==> src/rtl/sched_stat_decoder.sv <==
`timescale 1ns/1ps
// ---------------------------------------------------------------------------
// sched_stat_decoder
//
// Receive side of the 3-bit phase-status bus driven by the four-phase
// instruction scheduler (fetch, execute, memory, writeback). The bus is
// sampled on the rising edge (the scheduler launches on the falling edge).
// The block:
//   - decodes the registered status into one-hot phase strobes,
//   - checks that the phase sequence is legal and classifies the first error,
//   - counts completed instructions (WB -> F transitions) and errors.
//
// Parameters
//   CNT_W      width of instr_cnt
//   ALLOW_HOLD 1 = a phase may repeat on consecutive samples (wait states)
//   MAX_HOLD   max extra consecutive samples of one phase (1..255)
//
// Ports
//   clk        in   system clock, all state updates on posedge
//   reset      in   asynchronous, active-high reset
//   clk_stat   in   phase status: 000=F 001=E 010=M 011=WB, bit2=1 illegal
//   err_clr    in   synchronous clear of seq_err / err_code
//   phf..phwb  out  phase strobes decoded from the registered status
//   seq_err    out  sticky error flag
//   err_code   out  code of the first error since the last clear
//   instr_cnt  out  completed instructions, wraps
//   err_cnt    out  total errors detected, saturates at 255
// ---------------------------------------------------------------------------
module sched_stat_decoder #(
   parameter int CNT_W      = 16,
   parameter bit ALLOW_HOLD = 1'b0,
   parameter int MAX_HOLD   = 15
) (
   input  logic             clk,
   input  logic             reset,
   input  logic [2:0]       clk_stat,
   input  logic             err_clr,
   output logic             phf,
   output logic             phe,
   output logic             phm,
   output logic             phwb,
   output logic             seq_err,
   output logic [2:0]       err_code,
   output logic [CNT_W-1:0] instr_cnt,
   output logic [7:0]       err_cnt
);

   typedef enum logic [2:0] {
      ERR_NONE     = 3'd0,
      ERR_ILLEGAL  = 3'd1,
      ERR_BADSEQ   = 3'd2,
      ERR_BADSTART = 3'd3,
      ERR_HOLDTO   = 3'd4
   } err_code_e;

   localparam logic [7:0] MAX_HOLD_C = 8'(MAX_HOLD);
   localparam logic [2:0] PH_F       = 3'b000;
   localparam logic [2:0] PH_WB      = 3'b011;

   // State registers
   logic [2:0]       stat_q,      stat_d;
   logic             valid_q,     valid_d;
   logic [7:0]       hold_cnt_q,  hold_cnt_d;
   logic             seq_err_q,   seq_err_d;
   logic [2:0]       err_code_q,  err_code_d;
   logic [CNT_W-1:0] instr_cnt_q, instr_cnt_d;
   logic [7:0]       err_cnt_q,   err_cnt_d;

   // Classification of the incoming sample against the previous one
   logic [2:0] succ;
   logic       is_repeat;
   logic       is_succ;
   logic       hold_ok;
   logic       err_hit;
   logic       instr_inc;
   err_code_e  err_det;

   // -------------------------------------------------------------------------
   // Sequence check. A previous illegal code has no defined successor; the
   // only accepted recovery is a fresh fetch (000).
   // -------------------------------------------------------------------------
   always_comb begin
      // NOTE: every signal written here gets a default first so no path can
      // leave it unassigned, which would otherwise infer a latch.
      succ      = 3'b000;
      is_repeat = 1'b0;
      is_succ   = 1'b0;
      hold_ok   = 1'b0;
      err_det   = ERR_NONE;

      if (!stat_q[2]) begin
         succ = {1'b0, stat_q[1:0] + 2'd1};
      end
      is_repeat = (clk_stat == stat_q);
      is_succ   = (clk_stat == succ);
      hold_ok   = ALLOW_HOLD && is_repeat;

      // Priority: ILLEGAL > BADSTART > BADSEQ > HOLDTO
      if (clk_stat[2]) begin
         err_det = ERR_ILLEGAL;
      end else if (!valid_q) begin
         if (clk_stat != PH_F) begin
            err_det = ERR_BADSTART;
         end
      end else if (!is_succ && !hold_ok) begin
         err_det = ERR_BADSEQ;
      end else if (hold_ok && (hold_cnt_q == MAX_HOLD_C)) begin
         err_det = ERR_HOLDTO;
      end
   end

   assign err_hit   = (err_det != ERR_NONE);
   assign instr_inc = valid_q && (stat_q == PH_WB) && (clk_stat == PH_F);

   // -------------------------------------------------------------------------
   // Next-state logic
   // -------------------------------------------------------------------------
   always_comb begin
      stat_d      = clk_stat;
      valid_d     = 1'b1;
      hold_cnt_d  = 8'd0;
      seq_err_d   = seq_err_q;
      err_code_d  = err_code_q;
      instr_cnt_d = instr_cnt_q;
      err_cnt_d   = err_cnt_q;

      // Hold counter only runs on a genuine repeat of a sampled phase; the
      // reset value of stat_q is not a real sample.
      if (valid_q && hold_ok) begin
         hold_cnt_d = (hold_cnt_q == MAX_HOLD_C) ? hold_cnt_q : hold_cnt_q + 8'd1;
      end

      if (instr_inc) begin
         instr_cnt_d = instr_cnt_q + CNT_W'(1);
      end

      // A new error outranks a simultaneous clear; otherwise the first
      // error code since the last clear is kept.
      if (err_hit) begin
         seq_err_d = 1'b1;
         if (!seq_err_q || err_clr) begin
            err_code_d = err_det;
         end
         if (err_cnt_q != 8'hFF) begin
            err_cnt_d = err_cnt_q + 8'd1;
         end
      end else if (err_clr) begin
         seq_err_d  = 1'b0;
         err_code_d = ERR_NONE;
      end
   end

   // -------------------------------------------------------------------------
   // State register
   // -------------------------------------------------------------------------
   // NOTE: sequential state uses non-blocking assignments so every flop
   // samples its _d value from before the edge, independent of block order.
   always_ff @(posedge clk or posedge reset) begin
      if (reset) begin
         stat_q      <= 3'b000;
         valid_q     <= 1'b0;
         hold_cnt_q  <= 8'd0;
         seq_err_q   <= 1'b0;
         err_code_q  <= 3'd0;
         instr_cnt_q <= '0;
         err_cnt_q   <= 8'd0;
      end else begin
         stat_q      <= stat_d;
         valid_q     <= valid_d;
         hold_cnt_q  <= hold_cnt_d;
         seq_err_q   <= seq_err_d;
         err_code_q  <= err_code_d;
         instr_cnt_q <= instr_cnt_d;
         err_cnt_q   <= err_cnt_d;
      end
   end

   // -------------------------------------------------------------------------
   // Outputs: decoded from registers only, so there is no combinational path
   // from clk_stat. Illegal status or no sample yet gives all strobes low.
   // -------------------------------------------------------------------------
   assign phf       = valid_q && (stat_q == 3'b000);
   assign phe       = valid_q && (stat_q == 3'b001);
   assign phm       = valid_q && (stat_q == 3'b010);
   assign phwb      = valid_q && (stat_q == 3'b011);
   assign seq_err   = seq_err_q;
   assign err_code  = err_code_q;
   assign instr_cnt = instr_cnt_q;
   assign err_cnt   = err_cnt_q;

`ifndef SYNTHESIS
   strobe_onehot_a : assert property (@(posedge clk) disable iff (reset)
      $onehot0({phf, phe, phm, phwb}));
`endif

endmodule

==> config.mk <==
export PLATFORM = sky130hd
export DESIGN_NAME = sched_stat_decoder
export DESIGN_NICKNAME = d
export VERILOG_FILES = /design/src/rtl/sched_stat_decoder.sv
export SDC_FILE = /design/constraint.sdc
export NUM_CORES = 1
export LEC_CHECK = 0
export ABC_AREA = 1
export CORE_MARGIN = 2
export CORE_UTILIZATION = 28
export DETAILED_ROUTE_END_ITERATION = 6
export GPL_TIMING_DRIVEN = 0
export PLACE_DENSITY = 0.46
export SETUP_SLACK_MARGIN = 0.3
export SYNTH_ARGS = -nofsm -noshare
export SYNTH_HDL_FRONTEND = slang
export SYNTH_SLANG_ARGS = --single-unit
==> constraint.sdc <==
create_clock -name clk -period 3.9 [get_ports clk]
set_input_delay 0.585 -clock clk [delete_from_list [all_inputs] [get_ports clk]]
set_output_delay 0.585 -clock clk [all_outputs]
set_load 0.02 [all_outputs]
==> results of run 1 <==
==> synth_stat cells (2+ instances only) <==
library cell	number	area (µm²)
inv_1	24	90.1
o21ai_1	3	15.0
nand3_1	16	80.1
buf_4	2	15.0
dfrtp_1	31	776
nand3_2	3	30.0
o21ai_0	5	25.0
nand2_2	3	18.8
xor2_1	8	70.1
inv_2	2	7.51
xnor2_1	8	70.1
nand4_1	6	37.5
nand2_1	59	221
ha_1	6	75.1
nor3_2	2	20.0
conb_1	2	7.51
nor2_1	17	63.8
nor2_2	2	12.5
nor3_1	2	10.0
==> state kept, by name (all words and copies together) (netlist names) <==
register   count
stat_q         3
valid_q        1
err_code       2
err_cnt        8
instr_cnt     16
seq_err        1
==> metal layers <==
metal	track usage, %	wire (µm)	up-vias	part of all wire [%]
met3	2.53	205	5	5.5
met4	6.00	64	0	1.7
met1	17.2	1880	652	51
li1	-	-	734	-
met5	0	0	-	0
met2	18.6	1550	31	42
==> worst reg2reg max path: cells and delay by family (launching register included) <==
kind	cells	cell delay, ps
AND/OR/NAND/NOR	5	580
flip-flops	1	390
adder cells (fa/ha/maj)	1	310
AO/OA/AOI/OAI	2	310
buffers and inverters	1	90
==> kinds of logic after synthesis <==
logic type | count (synthesis)
flops | 31
xor+xnor | 16
other cells | 2
fa+ha+maj | 6
simple gates | 114
compound gates | 10
buf+inv | 28
==> path summary, 6_finish.rpt <==
check / end / slack (ps) / start
worst min-delay path: err_code[1] / 480 / err_code[1]
worst min register to register: err_code[1] / 480 / err_code[1]
worst max-delay path: phwb / 1610 / stat_q[1]
min in group asynchronous: err_code[1] / 590 / reset
worst max register to register: err_cnt[2] / 2140 / stat_q[0]
max in group asynchronous: instr_cnt[6] / 2880 / reset
==> power by group <==
part | total (W) | internal (W) | switching (W) | leakage, nW
clock | 0.000247 | 0.000122 | 0.000125 | 0.0477
combinational | 0.000272 | 0.000131 | 0.000141 | 0.666
sequential | 0.000417 | 0.000365 | 0.0000522 | 0.387
total | 0.000936 | 0.000618 | 0.000318 | 1.10
==> stage by stage <==
| step | hold slack (ps) | cells |
|---|---|---|
| after global routing | 532 | 327 |
| after detailed placement | 475 | 318 |
| after CTS | 496 | 326 |
| after global placement | 459 | 318 |
| after floorplan | 558 | 207 |
| final | 485 | 327 |
==> final cells by class <==
class	instances	area, µm²
Multi-Input combinational cell	148	815
Inverter	26	97.6
Tap cell	75	93.8
Sequential cell	31	776
Buffer	2	15.0
Timing Repair Buffer	37	388
Clock buffer	5	68.8
Clock inverter	3	15.0
Fill cell	614	3620
==> key figures, run 1 <==
Critical path
  • CP Capture Type: primary output
  • Stages on worst setup path: 4
  • Req. time, crit path: 3310 ps
  • Critical-path cell list: ha_1 -> inv_1 -> nor2_1 -> clkdlybuf4s50_1
  • Max stage delay on crit path: 630 ps
  • Slowest stage cell, crit path: clkdlybuf4s50_1
  • Setup crit start kind: register
  • CP max FO: 3
  • CP Buf/Inv Count: 2
  • CP top delay family: buffers and inverters
  • CP Class: register to primary output
  • Worst Reg2Reg Path Length in Cells: 9
  • CP arrival: 1710 ps

Final layout
  • Commonest non-fill, non-tap cell in the layout: nand2_1
  • Design area: around 2300 µm²
  • Layout net count: 263
  • Final cell utilization of the core: roughly two fifths
  • Share of cells above drive strength 1: slightly above 10%
  • Area Overhead vs Synth: 33.2%
  • Most frequent cells in the layout: nand2_1 (59), clkdlybuf4s50_1 (36), dfrtp_1 (31), inv_1 (23), nor2_1 (17)
  • Inserted Diodes: 0

Timing
  • Setup TNS: 0 ps
  • Measured slew at the worst slew-check pin: 555 ps
  • RSZ-0062 raised after global routing: no
  • Tcrit/Tclk final: roughly three fifths
  • Layout Skew: 3.44 ps
  • Slew headroom: 62.8%
  • Slew Viols, Final: 0
  • Final min period: 2290 ps
  • Final Hold Fails: 0
  • Maximum clock rate: about 0.44 GHz
  • Final setup viols: 0
  • Post-route setup slack: between 1500 and 2000 ps

Placed design
  • Dpl cell area: 2160 µm²
  • DP Worst Slack: roughly 1700 ps
  • Post-DP HPWL: about 2700 µm
  • IO Port Bufs: 36
  • Global placer's final weighted congestion: 0.743

Clock network
  • Hold-fix buffers, CTS: 0
  • Clk sinks: 31
  • Clk slew on worst S/H paths: 70 ps
  • Worst skew pair latency: 280 ps
  • CTS resizes: 0
  • TritonCTS buffer count: 5
  • Maximum clock path buffer count: 2
  • H-tree levels: 2
  • Number of setup buffers added after CTS: 0
  • CTS Root Buffer Type: clkbuf_8
  • CTS tree: yes

Yosys
  • Post-Synth XOR/XNOR Area: 8.23%
  • Synth Flop Type: dfrtp_1
  • Sequential-to-total area share from yosys stat: 45.6%
  • Post-Synth Adder-Cell Area: 4.41%
  • Mapped Cells: 207
  • Synth Register Bits: 31
  • Dominant combinational cell family by area after synthesis: simple AND/OR/NAND/NOR gates
  • Mux contribution to synthesized area: 0%
  • Syn Nets: 219
  • Number of synthesized flops with an enable pin: 0
  • Warnings, synthesis: 0
  • Synth async-reset ratio: 100%
  • Simple-Gate Fraction of Synth Area: 31.4%
  • Compound-cell area share of the yosys netlist: around 3.3%
  • Syn Area/Cell: between 8 and 9 µm²
  • Count of cell types in the netlist: 25
  • Mapped cell area: 1700 µm²

Die
  • Die W: 82.0 µm
  • Die footprint: 6720 µm²
  • Site Rows: 28
  • Die Y: roughly 80 µm
  • Core Box Area: 5890 µm²
  • Starting Density: 28.9%
  • Top Ports: 38

GRT
  • Pin count of the biggest net entering global routing: 32
  • First-pass GRT wire length: 6420 µm
  • Number of global-route vias before repair: 1435
  • GRT Util Overall: 12.5%
  • GRT overflow: 0
  • Initial antenna violation count: 0

Detailed routing
  • DR vias: 1422
  • Routed WL: 3700 µm
  • DRC viols: 0
  • Avg Vias per Cell: about 4.3
  • Initial DRC Count: 42
  • Routed len/inst: approximately 11 µm
  • DR pass1 iterations: 4
  • Antenna violation net count after detailed routing: 0

Power
  • Pwr Total: 0.000936 W
  • Peak supply drop: approximately 0.23 mV
  • Pwr dens: 412 nW/µm²
  • Leakage power: 1.10 nW

Job
  • Max-Cap Viols: 0

Run status
  • Run status: finished, final reports clean

Hold path
  • Hold path cells: 2
  • Hold Path Class: register to register
Note: power is estimated with default switching activity, not from simulation.
==> inputs of run 2 (changes only) <==
==> constraint.sdc (replaced) <==
create_clock -name clk -period 2.4 [get_ports clk]
set_input_delay 0.36 -clock clk [delete_from_list [all_inputs] [get_ports clk]]
set_output_delay 0.36 -clock clk [all_outputs]
set_load 0.02 [all_outputs]
==> run 2 against run 1 <==
  * Sequential share of layout area fell by 0.11 points
  * First-iteration DRC count is 2.4% higher
  * Die area is the same
  * Critical path type unchanged
  * Highest routed layer unchanged
  * Power up 62%
==> key figures, run 2 (synthesized netlist as in run 1, its figures left out) <==
Final layout
  • Inserted Diodes: 0
  • Most frequent cells in the layout: nand2_1 (59), clkdlybuf4s50_1 (33), dfrtp_1 (31), inv_1 (23), nor2_1 (17)
  • Max reg flops: 16
  • Area Overhead vs Synth: 33.7%
  • Commonest non-fill, non-tap cell in the layout: nand2_1
  • Layout net count: 263
  • Share of cells above drive strength 1: 10.3%
  • Layout fillers: 613

Timing
  • Measured slew at the worst slew-check pin: 557 ps
  • Slew headroom: 62.6%
  • Tcrit/Tclk final: 83.7%
  • Slew Viols, Final: 0
  • Final min period: 2010 ps
  • Final setup viols: 0
  • RSZ-0062 raised after global routing: no
  • Layout Skew: 3.44 ps
  • Setup TNS: 0 ps
  • Final Hold Fails: 0
  • Maximum clock rate: roughly 0.50 GHz
  • Post-route setup slack: 392 ps

Placed design
  • Global placer's final weighted congestion: about 0.74
  • DP Worst Slack: 471 ps
  • IO Port Bufs: 36
  • Post-DP HPWL: between 2000 and 3000 µm

Detailed routing
  • Initial DRC Count: between 40 and 50
  • Top sig layer: met4
  • DR vias: 1419
  • Metal-1 WL: around 1900 µm
  • Routed wl met2: approximately 1500 µm
  • Routed WL: between 3000 and 4000 µm
  • DR pass1 iterations: 4
  • Avg Vias per Cell: 4.34
  • Routed len/inst: around 11 µm
  • Met3 wire length: 210 µm
  • Antenna violation net count after detailed routing: 0
  • DRC viols: 0

Power
  • Peak supply drop: between 0.3 and 0.4 mV
  • Leakage power: ~1.2 nW
  • Pwr dens: 668 nW/µm²

Clock network
  • Worst skew pair latency: 280 ps
  • CTS tree: yes
  • Hold-fix buffers, CTS: 0
  • Clk sinks: 31
  • Clk slew on worst S/H paths: approximately 70 ps
  • TritonCTS buffer count: 5
  • Maximum clock path buffer count: 2
  • CTS Root Buffer Type: clkbuf_8
  • H-tree levels: 2
  • Number of setup buffers added after CTS: 0

Critical path
  • Req. time, crit path: 2040 ps
  • Worst Reg2Reg Path Length in Cells: 9
  • CP max FO: 3
  • CP arrival: around 1700 ps
  • Setup crit start kind: register
  • Crit-path most repeated cell: inv_1
  • Slowest stage cell, crit path: clkdlybuf4s50_1
  • Max stage delay on crit path: 600 ps
  • Critical-path cell list: inv_1 -> ha_1 -> inv_1 -> nor2_1 -> clkdlybuf4s50_1
  • CP Capture Type: primary output
  • CP Class: register to primary output

Hold path
  • Hold Path Class: primary input to async pin

Die
  • Die footprint: 6720 µm²
  • Die Y: 82.0 µm
  • Core Box Area: between 5000 and 6000 µm²
  • Die W: 82.0 µm
  • Starting Density: ~29%
  • Site Rows: 28
  • Top Ports: 38

GRT
  • Pin count of the biggest net entering global routing: 32
  • GRT overflow: 0
  • Number of global-route vias before repair: 1435
  • GRT Util Overall: around 12%
  • First-pass GRT wire length: around 6400 µm
  • Initial antenna violation count: 0

Job
  • Max-Cap Viols: 0

Run status
  • Run status: finished, final reports clean
[run 2: timing repair]
item	4_1_cts	5_1_grt
gates resized for setup	0	3
setup endpoints to repair	0	3
endpoints found under the hold margin	0	0
[run 2: per-layer routing]
| metal | GRT usage, % | vias up |
|---|---|---|
| met4 | 6.00 | 0 |
| li1 | - | 734 |
| met2 | 18.6 | 31 |
| met1 | 17.2 | 649 |
| met5 | 0 | - |
| met3 | 2.53 | 5 |
[run 2: cell type report]
cell class | instances | area, µm² | area share (%)
Buffer | 2 | 15.0 | 0.660
Clock inverter | 3 | 15.0 | 0.660
Inverter | 26 | 97.6 | 4.29
Sequential cell | 31 | 776 | 34.1
Clock buffer | 5 | 68.8 | 3.02
Multi-Input combinational cell | 148 | 815 | 35.8
Tap cell | 75 | 93.8 | 4.12
Timing Repair Buffer | 37 | 395 | 17.4
[run 2: final timing paths]
check | start | to | slack, ps
worst max-delay path | stat_q[1] | phe | 390
worst min-delay path | reset | err_code[1] | 360
worst max register to register | stat_q[0] | err_cnt[2] | 640
worst min register to register | err_code[1] | err_code[1] | 480
max in group asynchronous | reset | instr_cnt[6] | 1600
min in group clk | err_code[1] | err_code[1] | 480
[run 2: power breakdown]
part	internal, W	leakage [nW]	switching [W]
Combinational	0.000212	0.718	0.000229
Sequential	0.000593	0.387	0.0000849
Clock	0.000198	0.0477	0.000202
[run 2: critical path: cells and delay by family (launching register included)]
kind	cells	cell delay, ps
simple gates	1	80
flops	1	410
fa+ha+maj	1	140
buf+inv	3	730
[run 2: metrics by stage]
stage                     util [%]  hold slack, ps  area, µm²  cells  power [W]
after floorplan                  -             391       1700    207   0.000936
after global placement        36.6             459       2160    318    0.00113
after CTS                     38.1             496       2240    326    0.00154
after detailed placement      36.6             475       2160    318    0.00113
after global routing          38.7             398       2280    327    0.00163
final                         38.7             363       2280    327    0.00152
==> inputs of run 3 (changes only) <==
==> constraint.sdc (replaced) <==
create_clock -name clk -period 2.1 [get_ports clk]
set_input_delay 0.315 -clock clk [delete_from_list [all_inputs] [get_ports clk]]
set_output_delay 0.315 -clock clk [all_outputs]
set_load 0.02 [all_outputs]
==> run 3 against run 2 <==
  * Final cell count increased by 0.61%
  * Core utilization barely moved
  * Die area unchanged
  * Global-route usage stayed put
  * Worst setup slack better by 12 ps
  * Clock power increased by 14%
==> key figures, run 3 (synthesized netlist as in run 1, its figures left out) <==
Detailed routing
  • Initial DRC Count: 43
  • DR vias: between 1000 and 1500
  • DR pass1 iterations: 4
  • Routed len/inst: 11.3 µm
  • Avg Vias per Cell: ~4.3
  • Antenna violation net count after detailed routing: 0
  • DRC viols: 0
  • Routed WL: ~3700 µm

Timing
  • Slew headroom: a little over three fifths
  • Final min period: 1700 ps
  • Measured slew at the worst slew-check pin: 557 ps
  • Maximum clock rate: 0.590 GHz
  • Layout Skew: approximately 3 ps
  • Final setup viols: 0
  • Setup TNS: 0 ps
  • RSZ-0062 raised after global routing: no
  • Slew Viols, Final: 0
  • Final Hold Fails: 0
  • Tcrit/Tclk final: 80.8%

Final layout
  • Design area: 2280 µm²
  • Final cell utilization of the core: 38.7%
  • Most frequent cells in the layout: nand2_1 (59), dfrtp_1 (31), clkdlybuf4s50_1 (31), inv_1 (23), nor2_1 (17)
  • Layout fillers: 615
  • Max reg flops: 16
  • Share of cells above drive strength 1: around an eighth
  • Layout net count: 265
  • Commonest non-fill, non-tap cell in the layout: nand2_1
  • Layout Cells excl Fill: between 300 and 400
  • Area Overhead vs Synth: 33.8%
  • Inserted Diodes: 0

GRT
  • Pin count of the biggest net entering global routing: 32
  • Busiest layer in global routing: met2
  • Initial antenna violation count: 0
  • Global routing met2 resource utilization: 18.6%
  • Number of global-route vias before repair: 1435
  • Met1 usage: around 17%
  • GR Util met3: 2.53%
  • First-pass GRT wire length: roughly 6400 µm
  • GRT Util Overall: 12.5%
  • GRT overflow: 0

Placed design
  • Placed cell count: 318
  • Dpl cell area: about 2200 µm²
  • IO Port Bufs: 36
  • Post-DP HPWL: 2690 µm
  • Global placer's final weighted congestion: 0.743

Critical path
  • Req. time, crit path: 1780 ps
  • CP Launch Point: err_cnt[3]
  • CP max FO: 6
  • Critical-path cell list: clkdlybuf4s50_1
  • Slowest stage cell, crit path: clkdlybuf4s50_1
  • CP Buf/Inv Count: 1
  • CP arrival: roughly 1400 ps
  • CP top delay family: buffers and inverters
  • Max stage delay on crit path: 640 ps
  • Worst r2r src: stat_q[0]
  • Setup crit start kind: register
  • CP Capture Type: primary output
  • CP Class: register to primary output
  • Worst reg-to-reg setup slack: 470 ps

Die
  • Core Box Area: 5890 µm²
  • Top Ports: 38
  • Site Rows: 28
  • Starting Density: 28.9%
  • Die W: around 82 µm
  • Die footprint: 6720 µm²
  • Die Y: 82.0 µm

Job
  • Max-Cap Viols: 0

Clock network
  • Clk sinks: 31
  • Maximum clock path buffer count: 2
  • H-tree levels: 2
  • CTS tree: yes
  • TritonCTS buffer count: 5
  • Worst skew pair latency: ~280 ps
  • CTS Root Buffer Type: clkbuf_8
  • Hold-fix buffers, CTS: 0
  • Clk slew on worst S/H paths: about 70 ps

Power
  • Combinational share of power: 29.2%
  • Clock power frac: roughly a quarter
  • Sw Pwr: 0.000591 W
  • Internal power: 0.00115 W
  • Leakage power: 1.14 nW
  • Flop pwr share: 44.6%
  • Net Sw Frac: 34.0%
  • Pwr dens: ~760 nW/µm²
  • Peak supply drop: 0.421 mV

Hold path
  • Hold Path Class: primary input to async pin

Run status
  • Run status: finished, final reports clean
==> run 3: final timing paths <==
path	endpoint	cells after the start
setup / recovery	err_cnt[3]	1
setup reg to reg	err_cnt[4]	9
hold / removal	err_code[1]	2
hold reg to reg	err_code[1]	2
min in group clk	err_code[1]	2
max in group asynchronous	instr_cnt[6]	3
==> run 3: power by group through the flow <==
stage,sequential (W),combinational [W],clock (W)
2_1_floorplan,0.000864,0.000206,0
3_3_place_gp,0.000788,0.000501,0
3_5_place_dp,0.000785,0.000505,0
4_1_cts,0.000776,0.000504,0.000481
6_report,0.000775,0.000508,0.000457
5_1_grt,0.000788,0.000566,0.000511
==> run 3: repair_timing <==
| item | in CTS | in global routing |
|---|---|---|
| setup endpoints to repair | 4 | 13 |
| gates cloned | 0 | 0 |
| gates resized for setup | 4 | 7 |
| pin swaps | 0 | 2 |
| setup buffers | 0 | 2 |
==> run 3: per-layer routing <==
metal | up-vias | wire length [µm]
li1 | 737 | -
met1 | 650 | 1870
met2 | 29 | 1570
met3 | 5 | 203
met4 | 0 | 64
met5 | - | 0
==> run 3: metrics by stage <==
step,total power (W),setup slack (ps),hold slack (ps)
detailed placement,0.00129,216,475
finish,0.00174,404,318
floorplan,0.00107,575,346
CTS,0.00176,333,496
global placement,0.00129,213,459
global route,0.00186,288,353
==> run 3: layout make-up <==
cell class              instances  area (µm²)  share of cell area, %
plain buffers                   2        15.0                  0.659
clock buffers                   5        68.8                   3.02
clock inverters                 3        15.0                  0.659
inverters                      26        97.6                   4.28
multi-input cells             148         818                   35.9
flip-flops and latches         31         776                   34.0
well taps                      75        93.8                   4.12
repair buffers                 39         394                   17.3
